File: config.mk
export PLATFORM = sky130hd
export DESIGN_NAME = hc595_serial_tx
export DESIGN_NICKNAME = d
export VERILOG_FILES = /design/src/rtl/hc595_serial_tx.sv
export SDC_FILE = /design/constraint.sdc
export NUM_CORES = 1
export LEC_CHECK = 0
export ABC_AREA = 1
export CAP_MARGIN = 30
export CORE_ASPECT_RATIO = 0.8
export CORE_UTILIZATION = 30
export CTS_CLUSTER_DIAMETER = 200
export CTS_CLUSTER_SIZE = 40
export DETAILED_ROUTE_END_ITERATION = 12
export GPL_TIMING_DRIVEN = 0
export HOLD_SLACK_MARGIN = 0.1
export PLACE_DENSITY = 0.56
export SLEW_MARGIN = 10
export SYNTH_ARGS = -nofsm -noshare
export SYNTH_HDL_FRONTEND = slang
export SYNTH_SLANG_ARGS = --single-unit
File: constraint.sdc
create_clock -name clk -period 1.4 [get_ports clk]
set_clock_uncertainty 0.2 [all_clocks]
set_input_delay 0.28 -clock clk [delete_from_list [all_inputs] [get_ports clk]]
set_output_delay 0.28 -clock clk [all_outputs]
set_load 0.05 [all_outputs]
File: src/rtl/hc595_serial_tx.sv
// hc595_serial_tx
//   Serial transmitter for a daisy-chained 74HC595 pair driving the digital tube.
//   A parallel word is captured on start (optionally bit-reversed), shifted out
//   MSB of the shift register first on ds with a divided shift clock on shcp.
//   It is then latched with one stcp pulse. oe_n is released after the first
//   completed latch, so the tube never shows the 595's power-up garbage.
//
// Ports
//   clk, rst_n  : system clock, asynchronous active-low reset
//   start       : transfer request, sampled only when not busy (IDLE/DONE)
//   rvs_en      : 1 = data[0] goes out first, 0 = data[DATA_W-1] first
//   data        : word to transmit, captured on an accepted start
//   busy        : transfer in progress
//   done        : one-cycle pulse after the latch completes
//   ds/shcp/stcp/oe_n : 595 serial data, shift clock, latch clock, output enable
module hc595_serial_tx #(
    parameter int DATA_W  = 16,
    parameter int CLK_DIV = 4
) (
    input  logic              clk,
    input  logic              rst_n,
    input  logic              start,
    input  logic              rvs_en,
    input  logic [DATA_W-1:0] data,
    output logic              busy,
    output logic              done,
    output logic              ds,
    output logic              shcp,
    output logic              stcp,
    output logic              oe_n
);

    localparam int BIT_W = $clog2(DATA_W);
    localparam int DIV_W = $clog2(CLK_DIV) + 1;
    localparam logic [BIT_W-1:0] BIT_LAST = BIT_W'(DATA_W - 1);
    localparam logic [DIV_W-1:0] DIV_LAST = DIV_W'(CLK_DIV - 1);

    typedef enum logic [2:0] {IDLE, SHIFT_LO, SHIFT_HI, LATCH, DONE} state_t;

    state_t            state;
    logic [DATA_W-1:0] sreg;
    logic [BIT_W-1:0]  bit_cnt;
    logic [DIV_W-1:0]  div_cnt;
    logic [DATA_W-1:0] data_rev;
    logic [DATA_W-1:0] load_word;

    always_comb begin
        data_rev = '0;
        for (int i = 0; i < DATA_W; i++) data_rev[i] = data[DATA_W-1-i];
    end

    assign load_word = rvs_en ? data_rev : data;

    always_ff @(posedge clk or negedge rst_n) begin
        if (!rst_n) begin
            state   <= IDLE;
            sreg    <= '0;
            bit_cnt <= '0;
            div_cnt <= '0;
            busy    <= 1'b0;
            done    <= 1'b0;
            ds      <= 1'b0;
            shcp    <= 1'b0;
            stcp    <= 1'b0;
            oe_n    <= 1'b1;
        end else begin
            case (state)
                // DONE accepts start exactly like IDLE so transfers can run back-to-back.
                IDLE, DONE: begin
                    done <= 1'b0;
                    busy <= 1'b0;
                    if (start) begin
                        sreg    <= load_word;
                        // ds is registered, so present the first bit on the accepting edge.
                        ds      <= load_word[DATA_W-1];
                        bit_cnt <= '0;
                        div_cnt <= '0;
                        busy    <= 1'b1;
                        state   <= SHIFT_LO;
                    end else begin
                        state <= IDLE;
                    end
                end
                SHIFT_LO: begin
                    if (div_cnt == DIV_LAST) begin
                        div_cnt <= '0;
                        shcp    <= 1'b1;
                        state   <= SHIFT_HI;
                    end else begin
                        div_cnt <= div_cnt + 1'b1;
                    end
                end
                SHIFT_HI: begin
                    if (div_cnt == DIV_LAST) begin
                        div_cnt <= '0;
                        shcp    <= 1'b0;
                        sreg    <= {sreg[DATA_W-2:0], 1'b0};
                        if (bit_cnt == BIT_LAST) begin
                            // Last bit: hold the counter rather than wrap it.
                            ds    <= 1'b0;
                            stcp  <= 1'b1;
                            state <= LATCH;
                        end else begin
                            bit_cnt <= bit_cnt + 1'b1;
                            // Next bit goes out on the falling shcp edge.
                            ds      <= sreg[DATA_W-2];
                            state   <= SHIFT_LO;
                        end
                    end else begin
                        div_cnt <= div_cnt + 1'b1;
                    end
                end
                LATCH: begin
                    if (div_cnt == DIV_LAST) begin
                        div_cnt <= '0;
                        stcp    <= 1'b0;
                        oe_n    <= 1'b0;
                        busy    <= 1'b0;
                        done    <= 1'b1;
                        state   <= DONE;
                    end else begin
                        div_cnt <= div_cnt + 1'b1;
                    end
                end
                default: state <= IDLE;
            endcase
        end
    end

endmodule

==> metrics.txt, run 1 <==
largest cells by area after synthesis dfrtp_1, nand2_1, inv_1; CP Class flop to flop; Max VDD drop 0.385 mV; switch share 23.1%; sequential area share after synthesis 45.5%; count leader, synth nand2_1; vias in the first global route 1,543; Hold Path Depth 2; Total Wirelength 4200 um; initial antenna violation count 0; Comb power frac 9.4%; IO buf count 25; Synth async-reset ratio 100%; Final WS setup -82.7 ps; total clock sinks 31; CP top delay family flip-flops; failing checks setup timing; Fin Setup TNS -1150 ps; worst slew pin tran 440 ps; min-delay src oe_n$_DFFE_PN1P_; Mapped Nets 270; IO Count 26; share of cells above drive strength 1 25.3%; Unique masters post-synth 23; mean post-synth cell area 6.89 um^2; Final Max Tran Viols 0; Placed Area 2060 um^2; Mapped Cells 248; P_leak 1.29 nW; Cell Pwr Density 689 nW/um^2; Clk network pwr share 38.7%; Worst Hold Class flop to flop; Layout Area Growth over Synthesis 46.6%; post-synthesis cell area 1710 um^2; Commonest cells post-synth nand2_1, dfrtp_1, inv_1; r2r setup slk -80 ps; critical path peak fanout 7; Fmax 674 MHz; drt first pass iters 4; Setup Viol. Count Final 23; area of the core 5470 um^2; crit share post-route 106%; final number of hold-violating endpoints 0; pin count of the biggest net entering global routing 32; gr ovfl total 0; Initial Util 31.3%; HPWL Detailed 2830 um; total number of yosys warnings 0; gp weighted congestion 0.744; dpl ws -540 ps; Initial DRC Count 91; Tot Pwr 1.73 mW; CTS max path bufs 2; placed cell count 351; routed len/inst 11.2 um; WP buf/inv 2; CTS tree yes; hold worst-path end oe_n$_DFFE_PN1P_; CP required 1380 ps; Tot GR Track Use 15.2%; Yosys top cell area share 43.9%; first-pass GRT wire length 7130 um; CP max stage delay 410 ps; prevailing post-synth register cell dfrtp_1; Int Power 1.33 mW; register bit count reported by yosys 31; fill cell count 567; finished layout cell area 2500 um^2; die area 6000 um^2; chip height 69.5 um; outcome finished, violations left; Max-slew headroom 70.6%; Die W 86.4 um; Max-Cap Viols 0; Slowest-stage cell, CP dfrtp_1; post-route ant nets 0; number of antenna diodes 0; r2r startpoint div_cnt[0]$_DFFE_PN0P_; Num CTS Buffers 5; Yosys top cell by area dfrtp_1; FF-to-FF End sreg[1]$_DFFE_PN0P_; clk_lat worst skew 280 ps; Root Driver clkbuf_8; H-tree level count 2; crit path cell chain ha_4, nand2_4, nand2_4, nand2_8, inv_8, clkbuf_16, nand2_1, nand2_1; Vias 1,645; std cell rows 24; sequential power share 51.9%; clock slew at reported path FFs 70 ps; CP arrival 1460 ps; Post-synth EDFFs 0; RSZ-0062 raised after global routing true; final net count 318; DR vias/cell 4.39; Layout Cells excl Fill 375; Worst Reg-to-Reg Cells 8; Startpoint Class flop; CP endpoint kind flop; Psw 0.398 mW; post-layout min period 1480 ps; drc violations 0
-- per-layer routing --
| metal | wire [um] | GRT usage [%] | vias to the layer above |
|---|---|---|---|
| li1 | - | - | 864 |
| met1 | 2200 | 22.1 | 752 |
| met2 | 1790 | 21.8 | 24 |
| met3 | 168 | 3.81 | 5 |
| met4 | 47 | 5.56 | 0 |
| met5 | 0 | 0 | - |
-- placed cells by master (no fill, tap or decap), types with 2 or more instances in the layout --
| cell | synthesis | final |
|---|---|---|
| buf_6 | 1 | 5 |
| nand3_1 | 7 | 5 |
| buf_4 | 2 | 13 |
| a21oi_1 | 10 | 9 |
| inv_1 | 20 | 18 |
| nor2_1 | 14 | 12 |
| buf_2 | 3 | 2 |
| nand2_4 | 1 | 7 |
| clkbuf_4 | 0 | 5 |
| dfrtp_2 | 0 | 3 |
| nor2_4 | 0 | 5 |
| clkbuf_1 | 2 | 3 |
| buf_8 | 0 | 4 |
| o21ai_0 | 13 | 10 |
| o21ai_1 | 0 | 3 |
| nand2_2 | 2 | 14 |
| nand3_4 | 0 | 2 |
| nand2_1 | 129 | 110 |
| dfrtp_1 | 30 | 27 |
| clkdlybuf4s50_1 | 0 | 17 |
| clkbuf_8 | 0 | 5 |
-- through the flow --
stage / utilization, % / hold WS, ps
after global routing: 45.8 / 294
after floorplan: - / -216
after detailed placement: 37.8 / 180
after global placement: 37.9 / 231
after CTS: 41.7 / 257
final: 45.8 / 257
-- power by group through the flow --
stage / combinational (mW) / clock, mW / sequential [mW]
floorplan: 0.0652 / 0 / 0.913
detailed placement: 0.156 / 0 / 0.912
finish: 0.163 / 0.668 / 0.896
global placement: 0.157 / 0 / 0.912
CTS: 0.163 / 0.688 / 0.896
global route: 0.188 / 0.737 / 0.895
-- how the worst max path moves through the flow --
stage	start	end	slack, ps	cells after the start
2_1_floorplan	div_cnt[0]$_DFFE_PN0P_	sreg[11]$_DFFE_PN0P_	-6	8
3_3_place_gp	rst_n	sreg[0]$_DFFE_PN0P_	-820	1
3_5_place_dp	rvs_en	sreg[14]$_DFFE_PN0P_	-540	7
4_1_cts	state[1]$_DFFE_PN0P_	bit_cnt[2]$_DFFE_PN0P_	-90	8
5_1_grt	div_cnt[0]$_DFFE_PN0P_	sreg[6]$_DFFE_PN0P_	-140	8
6_report	div_cnt[0]$_DFFE_PN0P_	sreg[1]$_DFFE_PN0P_	-80	8
-- layout make-up --
cell class	count	area (um^2)	share of cell area, %
sequential	31	781	31.2
multi-input combinational	188	978	39.1
inverter	21	88.8	3.55
tap	78	97.6	3.90
buffer	8	90.1	3.60
timing repair buffer	41	389	15.5
clock buffer	8	80.1	3.20
-- tightest hold or removal path, delay by kind of cell, from the launching register on --
kind	cells	cell delay (ps)
flops	1	380
simple gates	1	40
buf+inv	1	50
-- what timing repair did --
item | 4_1_cts | 5_1_grt
buffers inserted | 8 | 4
cloned | 1 | 2
endpoints found under the hold margin | 30 | 0
pin swaps | 7 | 17
hold buffers | 1 | 0
endpoints found under the setup margin | 34 | 34
resized for setup | 61 | 47
-- sequential cells by signal (all words and copies together) (netlist names) --
signal and flops:
stcp 1, shcp 1, ds 1, done 1, bit_cnt 4, oe_n 1
sreg 15, state 3, div_cnt 3, busy 1
-- cells by family (layout without fill, tap and decap cells) --
group                      Yosys count  after routing  synth area share [%]
AOI/OAI and AO/OA                   25             25                  7.61
xor gates and xnor gates             1              1                 0.513
adders and majority gates            2              2                  1.46
buffers and inverters               29             78                  7.61
and+or+nand+nor                    160            160                  37.3
DFF                                 31             31                  45.5
No activity file was read; power rests on OpenSTA's default activity.
==> inputs of run 2 (changes only) <==
--- a/config.mk
+++ b/config.mk
@@ -6,7 +6,7 @@
 export NUM_CORES = 1
 export LEC_CHECK = 0
 export ABC_AREA = 1
-export CAP_MARGIN = 30
+export CAP_MARGIN = 15
 export CORE_ASPECT_RATIO = 0.8
 export CORE_UTILIZATION = 30
 export CTS_CLUSTER_DIAMETER = 200
@@ -15,7 +15,6 @@
 export GPL_TIMING_DRIVEN = 0
 export HOLD_SLACK_MARGIN = 0.1
 export PLACE_DENSITY = 0.56
-export SLEW_MARGIN = 10
 export SYNTH_ARGS = -nofsm -noshare
 export SYNTH_HDL_FRONTEND = slang
 export SYNTH_SLANG_ARGS = --single-unit
==> results of run 2 <==
The final DEF is identical to that of run 1; final timing and power are the same.
==> inputs of run 3 (changes only) <==
==> constraint.sdc (replaced) <==
create_clock -name clk -period 1.2 [get_ports clk]
set_clock_uncertainty 0.2 [all_clocks]
set_input_delay 0.24 -clock clk [delete_from_list [all_inputs] [get_ports clk]]
set_output_delay 0.24 -clock clk [all_outputs]
set_load 0.05 [all_outputs]
==> run 3 against run 2 <==
The run ends with hold timing, setup timing left. Sequential power rose by 16%. Clock power is 62% higher. Final cell count rose by 2.7%. Register-to-register slack worse by 210 ps.
==> metrics.txt, run 3 (same netlist as run 1, synthesis figures left out) <==
routed len/inst 11.9 um (+5.9%); RSZ-0062 raised after global routing true; Comb power frac 8.3% (-1.1 points); commonest non-fill, non-tap cell in the layout nand2_1; CP max stage delay 450 ps (+40 ps); Initial Util 31.3% (unchanged); outcome finished, violations left; share of cells above drive strength 1 30.3% (+5.0 points); r2r setup slk -300 ps (-210 ps); Num CTS Buffers 5 (unchanged); CTS max path bufs 2 (unchanged); pin count of the biggest net entering global routing 32 (unchanged); r2r startpoint state[0]$_DFFE_PN0P_; Final Max Tran Viols 0 (unchanged); Cell Pwr Density 889 nW/um^2 (+29%); CP arrival 1470 ps (about the same); number of antenna diodes 0 (unchanged); Tot Pwr 2.31 mW (+34%); chip height 69.5 um (unchanged); Psw 0.509 mW (+28%); clk_lat worst skew 280 ps (about the same); HPWL Detailed 2880 um (+1.7%); vias in the first global route 1,645 (+6.6%); Tot GR Track Use 17.4% (+2.2 points); largest registers sreg x15, bit_cnt x4; Max-Cap Viols 0 (unchanged); gr ovfl total 0 (unchanged); P_leak 1.38 nW (+6.9%); cell count along the critical path 8 (unchanged); Die W 86.4 um (unchanged); failing checks hold timing, setup timing; Slowest-stage cell, CP dfrtp_2; CTS tree yes; Fmax 669 MHz (-0.86%); critical path endpoint bit_cnt[3]$_DFFE_PN0P_; worst slew pin tran 727 ps (+287 ps); Setup Viol. Count Final 37 (+61%); die area 6000 um^2 (unchanged); switch share 22.0% (-1.1 points); first-pass GRT wire length 7970 um (+12%); drc violations 0 (unchanged); clock slew at reported path FFs 70 ps (about the same); H-tree level count 2 (unchanged); hold slack -195 ps (-452 ps); Total Wirelength 4570 um (+8.7%); total clock sinks 31 (unchanged); DR vias/cell 4.31 (-1.7%); FF-to-FF End bit_cnt[3]$_DFFE_PN0P_; CP required 1170 ps (-210 ps); CP top delay family flip-flops; finished layout cell area 2600 um^2 (+3.9%); CP endpoint kind flop; std cell rows 24 (unchanged); dpl ws -706 ps (-166 ps); post-layout min period 1500 ps (+12.9 ps); Worst Reg-to-Reg Cells 8 (unchanged); Clk network pwr share 46.6% (+7.9 points); Max-slew headroom 51.5% (-19 points); Max VDD drop 0.601 mV (+56%); Placed Area 2090 um^2 (+1.3%); final net count 328 (+3.1%); Worst Hold Class input pin to asynchronous set/reset pin; WP buf/inv 3 (+1); Root Driver clkbuf_8; Vias 1,661 (+0.97%); crit path from state[0]$_DFFE_PN0P_; crit path cell chain nor2_4, buf_4, buf_6, inv_2, nand2_4, nand2_4, nand2_1, nand2_1; post-route ant nets 0 (unchanged); critical path peak fanout 5 (-2); Initial DRC Count 83 (-8.8%); Final WS setup -296 ps (-213 ps); CP Class flop to flop; IO buf count 25 (unchanged); max reg flops 15 (unchanged); crit share post-route 125% (+19 points); drt first pass iters 4 (unchanged); Startpoint Class flop; final number of hold-violating endpoints 30 (+30); Biggest register sreg; initial antenna violation count 0 (unchanged); gp weighted congestion 0.764 (+2.8%); Int Power 1.81 mW (+36%); IO Count 26 (unchanged); Layout Area Growth over Synthesis 52.3%; sequential power share 45.1% (-6.8 points); area of the core 5470 um^2 (unchanged); most frequent cells in the layout nand2_1, dfrtp_1, buf_4
==> run 3: what timing repair did <==
action / in CTS / in global routing
pin swaps: 15 / 8
gates resized for setup: 90 / 15
gates cloned: 2 / 0
endpoints found under the hold margin: 30 / 30
setup endpoints to repair: 37 / 37
buffers inserted: 19 / 5
==> run 3: metal layers <==
layer / track usage [%] / up-vias / part of all wire (%)
met4: 6.11 / 0 / 0.66
met5: 0 / - / 0
met1: 24.9 / 756 / 50
met2: 25.5 / 23 / 45
li1: - / 880 / -
met3: 4.17 / 2 / 3.7
==> run 3: layout make-up <==
| cell class | instances | area [um^2] |
|---|---|---|
| multi-input cells | 188 | 965 |
| inverters | 21 | 88.8 |
| clock buffers | 6 | 82.6 |
| well taps | 78 | 97.6 |
| fillers | 564 | 2860 |
| repair buffers | 51 | 478 |
| clock inverters | 2 | 35.0 |
| flip-flops and latches | 31 | 781 |
| plain buffers | 8 | 76.3 |
==> run 3: power groups by stage <==
| stage | Clock (mW) | Sequential (mW) | Combinational [mW] |
|---|---|---|---|
| floorplan | 0 | 1.06 | 0.0764 |
| global placement | 0 | 1.06 | 0.186 |
| detailed placement | 0 | 1.06 | 0.185 |
| CTS | 1.11 | 1.04 | 0.190 |
| global route | 1.16 | 1.04 | 0.220 |
| finish | 1.08 | 1.04 | 0.192 |
==> run 3: worst reg2reg max path: stages, from the launching register on <==
cell	delay, ps
dfrtp_2	450
nor2_4	200
buf_4	140
buf_6	80
inv_2	50
nand2_4	100
nand2_4	60
nand2_1	50
nand2_1	50
==> run 3: per-stage QoR <==
step                      setup TNS [ps]  instances  util, %
after floorplan                    -4350        248        -
after global placement            -46750        351     38.4
final                              -7890        385     47.6
after detailed placement          -17340        351     38.3
after global routing              -10160        385     47.6
after CTS                          -7200        380     46.2
==> run 3: how the worst min path moves through the flow <==
stage / start / to / slack (ps) / cells past startpoint
after detailed placement: rst_n / div_cnt[0]$_DFFE_PN0P_ / 140 / 1
after global placement: oe_n$_DFFE_PN1P_ / oe_n$_DFFE_PN1P_ / 230 / 2
final: rst_n / div_cnt[0]$_DFFE_PN0P_ / -190 / 1
after CTS: rst_n / sreg[7]$_DFFE_PN0P_ / -170 / 1
after floorplan: rst_n / bit_cnt[0]$_DFFE_PN0P_ / -260 / 0
after global routing: rst_n / stcp$_DFFE_PN0P_ / -150 / 1
==> RTL edit 1: new RTL, flow settings as in run 2 <==
Re-encode `state_t` (5 states) as one-hot, 5 bits wide.
--- a/src/rtl/hc595_serial_tx.sv
+++ b/src/rtl/hc595_serial_tx.sv
@@ -36,5 +36,5 @@
     localparam logic [DIV_W-1:0] DIV_LAST = DIV_W'(CLK_DIV - 1);
 
-    typedef enum logic [2:0] {IDLE, SHIFT_LO, SHIFT_HI, LATCH, DONE} state_t;
+    typedef enum logic [4:0] {IDLE = 5'b00001, SHIFT_LO = 5'b00010, SHIFT_HI = 5'b00100, LATCH = 5'b01000, DONE = 5'b10000} state_t;
 
     state_t            state;
Behaviour: no difference found for any inputs over 10 cycles, from zero or initial values and one cycle with rst_n low; not proved beyond that.
==> RTL edit 1 against run 2 <==
The run still ends with setup timing left; routed wire length rose by 5.9%; cell area rose by 0.80%; final cell count increased by 1.3%; worst setup slack worse by 0.22 ns; synthesized cell count rose by 2.0%; area after synthesis is 7.2% higher; sequential cell count grew 2; sequential share of layout area rose by 1.6 points; critical endpoint is now sreg[4]$_DFFE_PN0P_.
Power is not compared: it rests on default switching activity, and its combinational part moved more than twofold at a synthesized area within 25%.
==> RTL edit 1: results (changes against run 2) <==
| Metric | Value |
|---|---|
| Largest net degree at the start of global routing | 34 (was 32) |
| Clock-cell share | 3.42% (was 3.20%) |
| Setup violations, final | 33 (was 23) |
| Fin Hold WS | 0.256 ns (was 0.257 ns) |
| Largest regs | sreg x15, state x5, bit_cnt x4 (was sreg x15, bit_cnt x4) |
| Failing checks | setup timing (unchanged) |
| All-Layer GR Usage | 14.9% (was 15.2%) |
| Final worst setup slack | -0.302 ns (was -0.0827 ns) |
| Share of post-route cells with drive strength above 1 | 23.1% (was 25.3%) |
| Register area share after synthesis | 45.2% (was 45.5%) |
| Sum Neg Setup Slack | -6.60 ns (was -1.15 ns) |
| Largest cells by area after synthesis | dfrtp_1 42%, nand2_1 21%, nand3_1 7.9% (was dfrtp_1 44%, nand2_1 28%, inv_1 4.4%) |
| Cells after Synth | 253 (was 248) |
| Design area | 0.00252 mm^2 (was 0.00250 mm^2) |
| Status | complete, but fails checks (unchanged) |
| Buffer share of cell area | 17.4% (was 19.1%) |
| Drt wl/cell | 11.7 um (was 11.2 um) |
| Multi-In Gates | 190 (was 188) |
| Non-clk bufs | 48 (was 49) |
| First-pass GRT wire length | 7.23 mm (was 7.13 mm) |
| Filler cells | 585 (was 567) |
| Max Fanout on Critical Path | 10 (was 7) |
| Worst path slowest cell | clkdlybuf4s50_1 (was dfrtp_1) |
| Met3 WL post-DR | 111 um (was 168 um) |
| Worst slew pin tran | 0.458 ns (was 0.440 ns) |
| Total power | ~3900 uW |
| Arrival time worst endpoint | 1.68 ns (was 1.46 ns) |
| DR iter-0 viols | 116 (was 91) |
| CP max stage delay | 0.53 ns (was 0.41 ns) |
| Area occupied by multi-input gates | 987 um^2 (was 978 um^2) |
| Synth Register Bits | 33 (was 31) |
| GRT met2 Usage | 20.9% (was 21.8%) |
| Post-synth cell types | 24 (was 23) |
| FF-to-FF path depth | 9 (was 8) |
==> RTL edit 1: cell count changes in the layout (fill, tap and decap cells not counted), sizes merged, moves of 3 or more <==
cell / run 2 / this run
a21oi: 10 / 2
nand3: 7 / 30
nand2: 132 / 105
buf: 24 / 21
o21ai: 13 / 30
==> RTL edit 1: critical path, delay by kind of cell <==
family | cells | cell delay (ns)
buffers and inverters | 2 | 0.85
AOI/OAI and AO/OA | 1 | 0.24
and+or+nand+nor | 4 | 0.29
==> RTL edit 1: what timing repair did <==
item / CTS / global route
hold buffers: 1 / 0
endpoints found under the setup margin: 35 / 69
setup buffers: 6 / 5
hold endpoints to repair: 31 / 0
gates cloned: 1 / 1
pin swaps: 5 / 4
gates resized for setup: 54 / 26
==> RTL edit 1: logic make-up after synthesis <==
kind of cell | Yosys count | synth area share (%)
compound gates | 32 | 9.35
fa+ha+maj | 2 | 1.36
xor+xnor | 1 | 0.478
simple gates | 155 | 36.3
buf+inv | 30 | 7.30
flops | 33 | 45.2
==> RTL edit 2: new RTL, settings of run 2 <==
Without the edit above. The parameter `CLK_DIV` goes from 4 to 8.
--- a/src/rtl/hc595_serial_tx.sv
+++ b/src/rtl/hc595_serial_tx.sv
@@ -16,5 +16,5 @@
 module hc595_serial_tx #(
     parameter int DATA_W  = 16,
-    parameter int CLK_DIV = 4
+    parameter int CLK_DIV = 8
 ) (
     input  logic              clk,
Function: changed (Yosys sat finds a counterexample within 10 cycles, from zero or initial values and one cycle with rst_n low).
==> RTL edit 2 against run 2 <==
Critical endpoint is now ds$_DFFE_PN0P_; worst setup slack got worse by 0.12 ns; highest routed layer unchanged; the flow still finishes with violations (setup timing); power is 14% higher; area after synthesis grew 6.4%; routed wire length is 9.7% higher; fmax decreased by 7.2%; sequential cell count up 1; first-iteration DRC count fell by 18%; hold slack about the same; global-route usage increased by 1.1 points; cell area increased by 0.90%.
==> RTL edit 2: results (changes against run 2) <==
| Metric | Value |
|---|---|
| Largest cells by area after synthesis | dfrtp_1 43%, nand2_1 26%, o21ai_0 3.6% (was dfrtp_1 44%, nand2_1 28%, inv_1 4.4%) |
| Pre-CTS WS | -0.531 ns (was -0.540 ns) |
| DR vias/cell | 4.57 (was 4.39) |
| Global-route track usage on met3 | 3.57% (was 3.81%) |
| Post-route met1 wirelength | 2.38 mm (was 2.20 mm) |
| Share of post-route cells with drive strength above 1 | 27.7% (was 25.3%) |
| Detailed placer's ending HPWL | 3.06 mm (was 2.83 mm) |
| Failing checks | setup timing (unchanged) |
| RD Place Congestion | 0.770 (was 0.744) |
| Avg Inst Size Synth | 7.22 um^2 (was 6.89 um^2) |
| Final worst setup slack | -0.198 ns (was -0.0827 ns) |
| Post-Synth Adder-Cell Area | 1.38% (was 1.46%) |
| Setup violations, final | 30 (was 23) |
| Drt wl/cell | 12.2 um (was 11.2 um) |
| Power Density | 780 mW/mm^2 (was 689 mW/mm^2) |
| Routing usage on met1 | 22.8% (was 22.1%) |
| Slew HR | 69.8% (was 70.6%) |
| Sum Neg Setup Slack | -4.55 ns (was -1.15 ns) |
| Largest regs | sreg x15, bit_cnt x4, div_cnt x4 (was sreg x15, bit_cnt x4) |
| XOR/XNOR Fraction of Synth Area | 0% (was 0.512%) |
| Vias in the first global route | 1,706 (was 1,543) |
| Fin Hold WS | 0.257 ns (about the same) |
| LEAKAGE | 0.00128 uW (was 0.00129 uW) |
| Status | complete, but fails checks (unchanged) |
| Total Wirelength | 4.61 mm (was 4.20 mm) |
| GRT met2 Usage | 24.4% (was 21.8%) |
| Peak supply drop | 434 uV (was 385 uV) |
==> RTL edit 2: changes by cell type after synthesis, moves of 2 or more <==
cell | run 2 | this run
nor2_1 | 14 | 9
nand2_2 | 2 | 4
inv_1 | 20 | 17
o211ai_1 | 1 | 7
a21oi_1 | 10 | 4
nand4_1 | 1 | 4
nor2_2 | 3 | 1
inv_2 | 0 | 2
nand3_1 | 7 | 10
nor2_4 | 0 | 4
buf_2 | 3 | 1
==> RTL edit 2: what timing repair did <==
item	in CTS	in global routing
resized for setup	62	24
hold buffers	1	0
hold endpoints to repair	31	0
setup buffers	12	1
pin swaps	7	7
setup endpoints to repair	38	68
cloned	1	0
==> RTL edit 2: area by class of cell <==
class | instances | area (um^2)
buffer | 8 | 65.1
clock buffer | 6 | 72.6
clock inverter | 2 | 35.0
fill | 595 | 3120
inverter | 20 | 82.6
multi-input combinational | 192 | 976
sequential | 32 | 803
tap | 78 | 97.6
timing repair buffer | 40 | 395
==> RTL edit 2: power breakdown <==
part / leakage (uW) / switching, uW / internal, uW
clock: 0.0000552 / 355 / 528
sequential: 0.000423 / 0 / 924
combinational: 0.000806 / 86.6 / 76.3
==> RTL edit 2: metrics by stage <==
step | power (uW) | area, um^2
finish | 1970 | 2530
global route | 2060 | 2530
CTS | 1990 | 2450
detailed placement | 1100 | 2170
global placement | 1100 | 2170
floorplan | 1000 | 1830
==> RTL edit 2: worst min-delay path, cell delays in order (launching register included) <==
cell and delay, ns:
dfstp_2 0.38, inv_1 0.04, nor2_1 0.04
==> RTL edit 2: cells by family (layout without fill, tap and decap cells) <==
group | Yosys count | after routing
AND/OR/NAND/NOR | 166 | 166
buffers and inverters | 28 | 76
AO/OA/AOI/OAI | 24 | 24
adder cells (fa/ha/maj) | 2 | 2
flip-flops | 32 | 32
